File: src/rtl/ctrl_pkg.sv
// Shared encodings for the multi-cycle controller: opcodes, datapath mux selects and FSM states.
package ctrl_pkg;

    typedef enum logic [2:0] {
        T0     = 3'd0,
        T1     = 3'd1,
        T2     = 3'd2,
        T3     = 3'd3,
        HALTED = 3'd4
    } state_t;

    // Opcodes are held 32 bits wide so they compare cleanly against any OPCODE_W.
    localparam logic [31:0] OP_LD   = 32'd0;
    localparam logic [31:0] OP_ST   = 32'd1;
    localparam logic [31:0] OP_MVNZ = 32'd2;
    localparam logic [31:0] OP_MV   = 32'd3;
    localparam logic [31:0] OP_MVI  = 32'd4;
    localparam logic [31:0] OP_ADD  = 32'd5;
    localparam logic [31:0] OP_SUB  = 32'd6;
    localparam logic [31:0] OP_OR   = 32'd7;
    localparam logic [31:0] OP_SLT  = 32'd8;
    localparam logic [31:0] OP_SLL  = 32'd9;
    localparam logic [31:0] OP_SRL  = 32'd10;
    localparam logic [31:0] OP_JMP  = 32'd11;
    localparam logic [31:0] OP_HALT = 32'd15;

    localparam logic [1:0] SEL_DIN = 2'b00;
    localparam logic [1:0] SEL_REG = 2'b01;
    localparam logic [1:0] SEL_PC  = 2'b10;
    localparam logic [1:0] SEL_G   = 2'b11;

endpackage

File: src/rtl/ctrl_decode.sv
// Combinational step decode: (state, instruction fields, handshakes) -> datapath controls
// plus the done / halt / stall hints the state register uses to pick the next step.
module ctrl_decode
    import ctrl_pkg::*;
#(
    parameter int REG_ADDR_W = 3,
    parameter int NUM_REGS   = 7,
    parameter int OPCODE_W   = 4
) (
    input  state_t                state,
    input  logic [OPCODE_W-1:0]   opcode,
    input  logic [REG_ADDR_W-1:0] rx,
    input  logic [REG_ADDR_W-1:0] ry,
    input  logic                  g_nonzero,
    input  logic                  mem_ready,
    output logic                  ir_in,
    output logic                  addr_in,
    output logic                  dout_in,
    output logic                  mem_write,
    output logic                  g_in,
    output logic                  a_in,
    output logic                  incr_pc,
    output logic                  pc_in,
    output logic [1:0]            mux_sel,
    output logic [OPCODE_W-1:0]   alu_op,
    output logic [NUM_REGS-1:0]   reg_in,
    output logic [REG_ADDR_W-1:0] reg_out,
    output logic                  done,
    output logic                  halt_next,
    output logic                  stall,
    output logic                  busy,
    output logic                  halted,
    output logic                  illegal
);

    logic [31:0] op_v;
    logic [31:0] rx_v;
    logic        wr_en;
    logic        bad_op;

    assign op_v = 32'(opcode);
    assign rx_v = 32'(rx);

    always_comb begin
        ir_in     = 1'b0;
        addr_in   = 1'b0;
        dout_in   = 1'b0;
        mem_write = 1'b0;
        g_in      = 1'b0;
        a_in      = 1'b0;
        incr_pc   = 1'b0;
        pc_in     = 1'b0;
        mux_sel   = SEL_DIN;
        alu_op    = '0;
        reg_out   = '0;
        done      = 1'b0;
        halt_next = 1'b0;
        stall     = 1'b0;
        halted    = 1'b0;
        wr_en     = 1'b0;
        bad_op    = 1'b0;

        case (state)
            T0: begin
                ir_in   = 1'b1;
                incr_pc = 1'b1;
            end
            T1: begin
                case (op_v)
                    OP_ADD, OP_SUB, OP_OR, OP_SLT, OP_SLL, OP_SRL: begin
                        reg_out = rx;
                        mux_sel = SEL_REG;
                        a_in    = 1'b1;
                    end
                    OP_LD, OP_ST: begin
                        reg_out = ry;
                        mux_sel = SEL_REG;
                        addr_in = 1'b1;
                    end
                    OP_MV: begin
                        wr_en   = 1'b1;
                        reg_out = ry;
                        mux_sel = SEL_REG;
                        done    = 1'b1;
                    end
                    OP_MVNZ: begin
                        done = 1'b1;
                        if (g_nonzero) begin
                            wr_en   = 1'b1;
                            reg_out = ry;
                            mux_sel = SEL_REG;
                        end
                    end
                    OP_MVI: begin
                        mux_sel = SEL_PC;
                        addr_in = 1'b1;
                    end
                    OP_JMP: begin
                        reg_out = ry;
                        mux_sel = SEL_REG;
                        pc_in   = 1'b1;
                        done    = 1'b1;
                    end
                    OP_HALT: begin
                        done      = 1'b1;
                        halt_next = 1'b1;
                    end
                    default: begin
                        bad_op = 1'b1;
                        done   = 1'b1;
                    end
                endcase
            end
            T2: begin
                case (op_v)
                    OP_ADD, OP_SUB, OP_OR, OP_SLT, OP_SLL, OP_SRL: begin
                        reg_out = ry;
                        mux_sel = SEL_REG;
                        alu_op  = opcode;
                        g_in    = 1'b1;
                    end
                    OP_LD: begin
                        wr_en = mem_ready;
                        done  = mem_ready;
                        stall = ~mem_ready;
                    end
                    OP_ST: begin
                        reg_out   = rx;
                        mux_sel   = SEL_REG;
                        dout_in   = 1'b1;
                        mem_write = 1'b1;
                        done      = mem_ready;
                        stall     = ~mem_ready;
                    end
                    OP_MVI: begin
                        wr_en   = mem_ready;
                        incr_pc = mem_ready;
                        done    = mem_ready;
                        stall   = ~mem_ready;
                    end
                    // Not reachable for single-step opcodes; finishing keeps the FSM from wandering.
                    default: done = 1'b1;
                endcase
            end
            T3: begin
                case (op_v)
                    OP_ADD, OP_SUB, OP_OR, OP_SLT, OP_SLL, OP_SRL: begin
                        wr_en   = 1'b1;
                        mux_sel = SEL_G;
                        done    = 1'b1;
                    end
                    default: done = 1'b1;
                endcase
            end
            HALTED: halted = 1'b1;
            default: ;
        endcase

        // Out-of-range Rx suppresses the write but lets the instruction finish.
        reg_in = '0;
        for (int i = 0; i < NUM_REGS; i++) begin
            if (wr_en && rx_v == 32'(i)) reg_in[i] = 1'b1;
        end
        illegal = bad_op | (wr_en && rx_v >= 32'(NUM_REGS));
    end

    assign busy = (state != T0) && (state != HALTED);

endmodule

File: src/rtl/multicycle_ctrl_fsm.sv
// Multi-cycle processor control unit: holds the step register and applies the transition
// precedence; all datapath controls are decoded from state and IR by ctrl_decode.
module multicycle_ctrl_fsm
    import ctrl_pkg::*;
#(
    parameter int REG_ADDR_W = 3,
    parameter int NUM_REGS   = 7,
    parameter int OPCODE_W   = 4,
    parameter int IR_W       = OPCODE_W + 2*REG_ADDR_W
) (
    input  logic                  clock,
    input  logic                  reset,
    input  logic                  run,
    input  logic [IR_W-1:0]       ir,
    input  logic                  g_nonzero,
    input  logic                  mem_ready,
    output logic                  ir_in,
    output logic                  addr_in,
    output logic                  dout_in,
    output logic                  mem_write,
    output logic                  g_in,
    output logic                  a_in,
    output logic                  incr_pc,
    output logic                  pc_in,
    output logic [1:0]            mux_sel,
    output logic [OPCODE_W-1:0]   alu_op,
    output logic [NUM_REGS-1:0]   reg_in,
    output logic [REG_ADDR_W-1:0] reg_out,
    output logic                  done,
    output logic                  busy,
    output logic                  halted,
    output logic                  illegal
);

    state_t state;
    logic   halt_next;
    logic   stall;

    ctrl_decode #(
        .REG_ADDR_W (REG_ADDR_W),
        .NUM_REGS   (NUM_REGS),
        .OPCODE_W   (OPCODE_W)
    ) u_decode (
        .state     (state),
        .opcode    (ir[IR_W-1 -: OPCODE_W]),
        .rx        (ir[2*REG_ADDR_W-1 -: REG_ADDR_W]),
        .ry        (ir[REG_ADDR_W-1:0]),
        .g_nonzero (g_nonzero),
        .mem_ready (mem_ready),
        .ir_in     (ir_in),
        .addr_in   (addr_in),
        .dout_in   (dout_in),
        .mem_write (mem_write),
        .g_in      (g_in),
        .a_in      (a_in),
        .incr_pc   (incr_pc),
        .pc_in     (pc_in),
        .mux_sel   (mux_sel),
        .alu_op    (alu_op),
        .reg_in    (reg_in),
        .reg_out   (reg_out),
        .done      (done),
        .halt_next (halt_next),
        .stall     (stall),
        .busy      (busy),
        .halted    (halted),
        .illegal   (illegal)
    );

    // HALTED is sticky until reset; run is not consulted there.
    always_ff @(posedge clock or posedge reset) begin
        if (reset) begin
            state <= T0;
        end else if (run && state != HALTED) begin
            if (done) begin
                state <= halt_next ? HALTED : T0;
            end else if (!stall) begin
                case (state)
                    T0:      state <= T1;
                    T1:      state <= T2;
                    T2:      state <= T3;
                    default: state <= T0;
                endcase
            end
        end
    end

endmodule

File: config.mk
export PLATFORM = sky130hd
export DESIGN_NAME = multicycle_ctrl_fsm
export DESIGN_NICKNAME = d
export VERILOG_FILES = /design/src/rtl/ctrl_pkg.sv /design/src/rtl/ctrl_decode.sv /design/src/rtl/multicycle_ctrl_fsm.sv
export SDC_FILE = /design/constraint.sdc
export NUM_CORES = 1
export LEC_CHECK = 0
export ABC_AREA = 1
export BUFFER_PORTS_ARGS = -buffer_cell sky130_fd_sc_hd__buf_2
export CAP_MARGIN = 20
export CELL_PAD_IN_SITES_DETAIL_PLACEMENT = 0
export CELL_PAD_IN_SITES_GLOBAL_PLACEMENT = 1
export CORE_UTILIZATION = 21
export DETAILED_ROUTE_END_ITERATION = 12
export GPL_TIMING_DRIVEN = 0
export PLACE_DENSITY = 0.83
export RECOVER_POWER = 100
export SLEW_MARGIN = 20
export SYNTH_ARGS = -nofsm -noshare
export SYNTH_HDL_FRONTEND = slang
export SYNTH_SLANG_ARGS = --single-unit
File: constraint.sdc
create_clock -name clock -period 1.4 [get_ports clock]
set_input_delay 0.28 -clock clock [delete_from_list [all_inputs] [get_ports clock]]
set_output_delay 0.28 -clock clock [all_outputs]
set_load 0.01 [all_outputs]
==> impl_metrics.sql <==
INSERT INTO impl_metrics (metric_group, metric, value, unit) VALUES
('status', 'run_status', 'complete, but fails checks', ''),
('status', 'violated_checks', 'setup timing', ''),
('synth', 'synth_area_leader_cell', 'sky130_fd_sc_hd__nand2_1', ''),
('critical_path', 'critical_path.max_fanout', '5', ''),
('final_layout', 'largest_register_ff_count', '3', ''),
('synth', 'synth_warn', '0', ''),
('sta', 'period_minus_slack', '1840', 'ps'),
('detailed_routing', 'detail_route.wirelength', '2450', 'um'),
('die', 'floorplan.die_area', '3020', 'um2'),
('clock_network', 'worst_setup_hold_path_clk_slew', '40', 'ps'),
('critical_path', 'timing.critical_path.to_type', 'primary output', ''),
('synth', 'postSynthRegisterBits', '3', ''),
('die', 'fp.dieH', '55.0', 'um'),
('hold_path', 'worst_hold_path_type', 'input port to flip-flop', ''),
('die', 'core-area', '2570', 'um2'),
('pwr', 'design_power_total', '1.38', 'mW'),
('final_layout', 'max_flop_register', 'state', ''),
('critical_path', 'cp_cell_sequence', 'nor2_4 -> nand2_4 -> inv_4 -> nand4_4 -> nand3_4 -> nand2_4 -> nor2_4 -> buf_6', ''),
('final_layout', 'fillers', '272', ''),
('global_route', 'grt_pass1_wl', '3430', 'um'),
('detailed_routing', 'via_count', '953', ''),
('synth', 'synth.area.top_cells', 'sky130_fd_sc_hd__nand2_1 (24%), sky130_fd_sc_hd__nor2_1 (15%), sky130_fd_sc_hd__dfrtp_1 (13%)', ''),
('die', 'die_width', '55.0', 'um'),
('final_layout', 'antenna_cells_inserted', '0', ''),
('place', 'gp_routability_congestion', '0.738', ''),
('final_layout', 'synthToLayoutAreaGrowth', '124', '%'),
('sta', 'count_of_endpoints_failing_setup_in_the_final_report', '28', ''),
('critical_path', 'critical-path-max-stage-delay', '470', 'ps'),
('sta', 'timing_hold_violations_final', '0', ''),
('synth', 'synth.lib_cells_used.distinct', '19', ''),
('critical_path', 'timing.critical_path.depth', '8', ''),
('detailed_routing', 'detail_route.first_pass.iterations', '4', ''),
('detailed_routing', 'post_drt_wl_per_cell', '11.7', 'um'),
('global_route', 'number_of_global_route_vias_before_repair', '848', ''),
('place', 'port_buffers', '42', ''),
('die', 'boundaryPins', '43', ''),
('pwr', 'leakage', '0.713', 'nW'),
('critical_path', 'worst-path-buf-inv', '2', ''),
('sta', 'timing.final.ws_setup', '-437', 'ps'),
('place', 'dp_hpwl', '1660', 'um'),
('synth', 'net_count_after_synthesis', '132', ''),
('hold_path', 'hold-path-cell-count', '3', ''),
('sta', 'slew_headroom', '84.7', '%'),
('flow_run', 'max_cap_viol_count', '0', ''),
('clock_network', 'numCtsBuffers', '3', ''),
('global_route', 'antenna_found_initial', '0', ''),
('global_route', 'overflow', '0', ''),
('critical_path', 'cp_data_arrival_time', '1560', 'ps'),
('synth', 'synthCells', '117', ''),
('sta', 'finClkSkew', '2.33', 'ps'),
('pwr', 'cellPowerDensity', '1040', 'nW/um2'),
('critical_path', 'crit_type', 'flip-flop to primary output', ''),
('global_route', 'largest_net_degree_at_the_start_of_global_routing', '7', ''),
('final_layout', 'layoutNonFillerInstCount', '210', ''),
('sta', 'totalNegativeSetupSlack', '-8450', 'ps'),
('global_route', 'groute.usage.overall', '15.9', '%'),
('sta', 'fin_crit_sh', '131', '%'),
('critical_path', 'critPathSlowestCell', 'sky130_fd_sc_hd__dfrtp_2', ''),
('detailed_routing', 'route.detailed.vias_per_inst', '4.54', ''),
('clock_network', 'tritoncts', 'done', ''),
('clock_network', 'cts.path.max_buffers', '2', ''),
('synth', 'post_synth.cell_area_avg', '5.04', 'um2'),
('sta', 'achievable-frequency', '0.544', 'GHz'),
('clock_network', 'root_buffer', 'sky130_fd_sc_hd__clkbuf_4', ''),
('critical_path', 'r2r_cells', '8', ''),
('final_layout', 'largest_registers', 'state (3)', ''),
('detailed_routing', 'antenna_violating_nets_post_route', '0', ''),
('critical_path', 'data_required_time_at_the_worst_endpoint', '1120', 'ps'),
('die', 'core.rowCount', '18', ''),
('final_layout', 'nNetsFinal', '196', ''),
('clock_network', 'cts.sinks', '3', '');
## Yosys cell counts
cell	count
sky130_fd_sc_hd__a21oi_1	3
sky130_fd_sc_hd__a21oi_2	1
sky130_fd_sc_hd__buf_4	1
sky130_fd_sc_hd__dfrtp_1	3
sky130_fd_sc_hd__inv_1	18
sky130_fd_sc_hd__inv_2	2
sky130_fd_sc_hd__nand2_1	38
sky130_fd_sc_hd__nand2_2	3
sky130_fd_sc_hd__nand3_1	7
sky130_fd_sc_hd__nand3_2	1
sky130_fd_sc_hd__nand4_1	3
sky130_fd_sc_hd__nand4_2	1
sky130_fd_sc_hd__nor2_1	24
sky130_fd_sc_hd__nor2_2	1
sky130_fd_sc_hd__nor2_4	1
sky130_fd_sc_hd__nor3_1	1
sky130_fd_sc_hd__nor3_4	1
sky130_fd_sc_hd__o21ai_0	7
sky130_fd_sc_hd__o22ai_1	1
## tightest hold or removal path, stage by stage
cell and delay [ps]:
sky130_fd_sc_hd__buf_2 130, sky130_fd_sc_hd__nand4_1 100, sky130_fd_sc_hd__a21oi_1 70
## repair_timing
action / in CTS / in global routing
pin swaps: 5 / 16
setup endpoints to repair: 25 / 30
buffers inserted: 10 / 7
hold buffers: 1 / 0
resized for setup: 34 / 33
hold endpoints to repair: 3 / 0
## power by group
group / internal [mW] / switching [mW]
clock: 0.107 / 0.0424
sequential: 0.126 / 0.0754
combinational: 0.477 / 0.552
total: 0.710 / 0.670
## cell type report
type / count / area (um2) / share of cell area (%)
Buffer: 1 / 7.51 / 0.568
Sequential cell: 3 / 78.8 / 5.96
Clock buffer: 4 / 26.3 / 1.99
Tap cell: 30 / 37.5 / 2.84
Inverter: 20 / 87.6 / 6.62
Timing Repair Buffer: 59 / 438 / 33.1
Multi-Input combinational cell: 93 / 647 / 48.9
## cell families (layout without fill, tap and decap cells)
kind of cell	count (synthesis)	count (layout)	share of synthesized area (%)
AO/OA/AOI/OAI	12	12	11.0
buffers and inverters	21	84	14.0
flip-flops	3	3	12.7
AND/OR/NAND/NOR	81	81	62.2
## worst paths after layout
check | startpoint | to | slack [ps]
setup / recovery | state[2] | reg_in[6] | -440
hold / removal | ir[8] | state[2] | 390
setup reg to reg | state[1] | state[0] | -20
hold reg to reg | state[1] | state[1] | 580
max in group asynchronous | reset | state[0] | 810
min in group asynchronous | reset | state[2] | 450
## layer usage
layer	share of wire (%)	global-route usage (%)
met5	0	0
met3	6.1	2.19
met1	39	17.3
met4	0	3.75
met2	55	31.5
## through the flow
stage / hold WS [ps] / cell area (um2) / util (%)
2_1_floorplan: 33.6 / 667 / -
3_3_place_gp: 141 / 915 / 35.6
3_5_place_dp: 146 / 915 / 35.6
4_1_cts: 382 / 1140 / 44.5
5_1_grt: 404 / 1320 / 51.5
6_report: 394 / 1320 / 51.5
No activity file was read; power rests on OpenSTA's default activity.
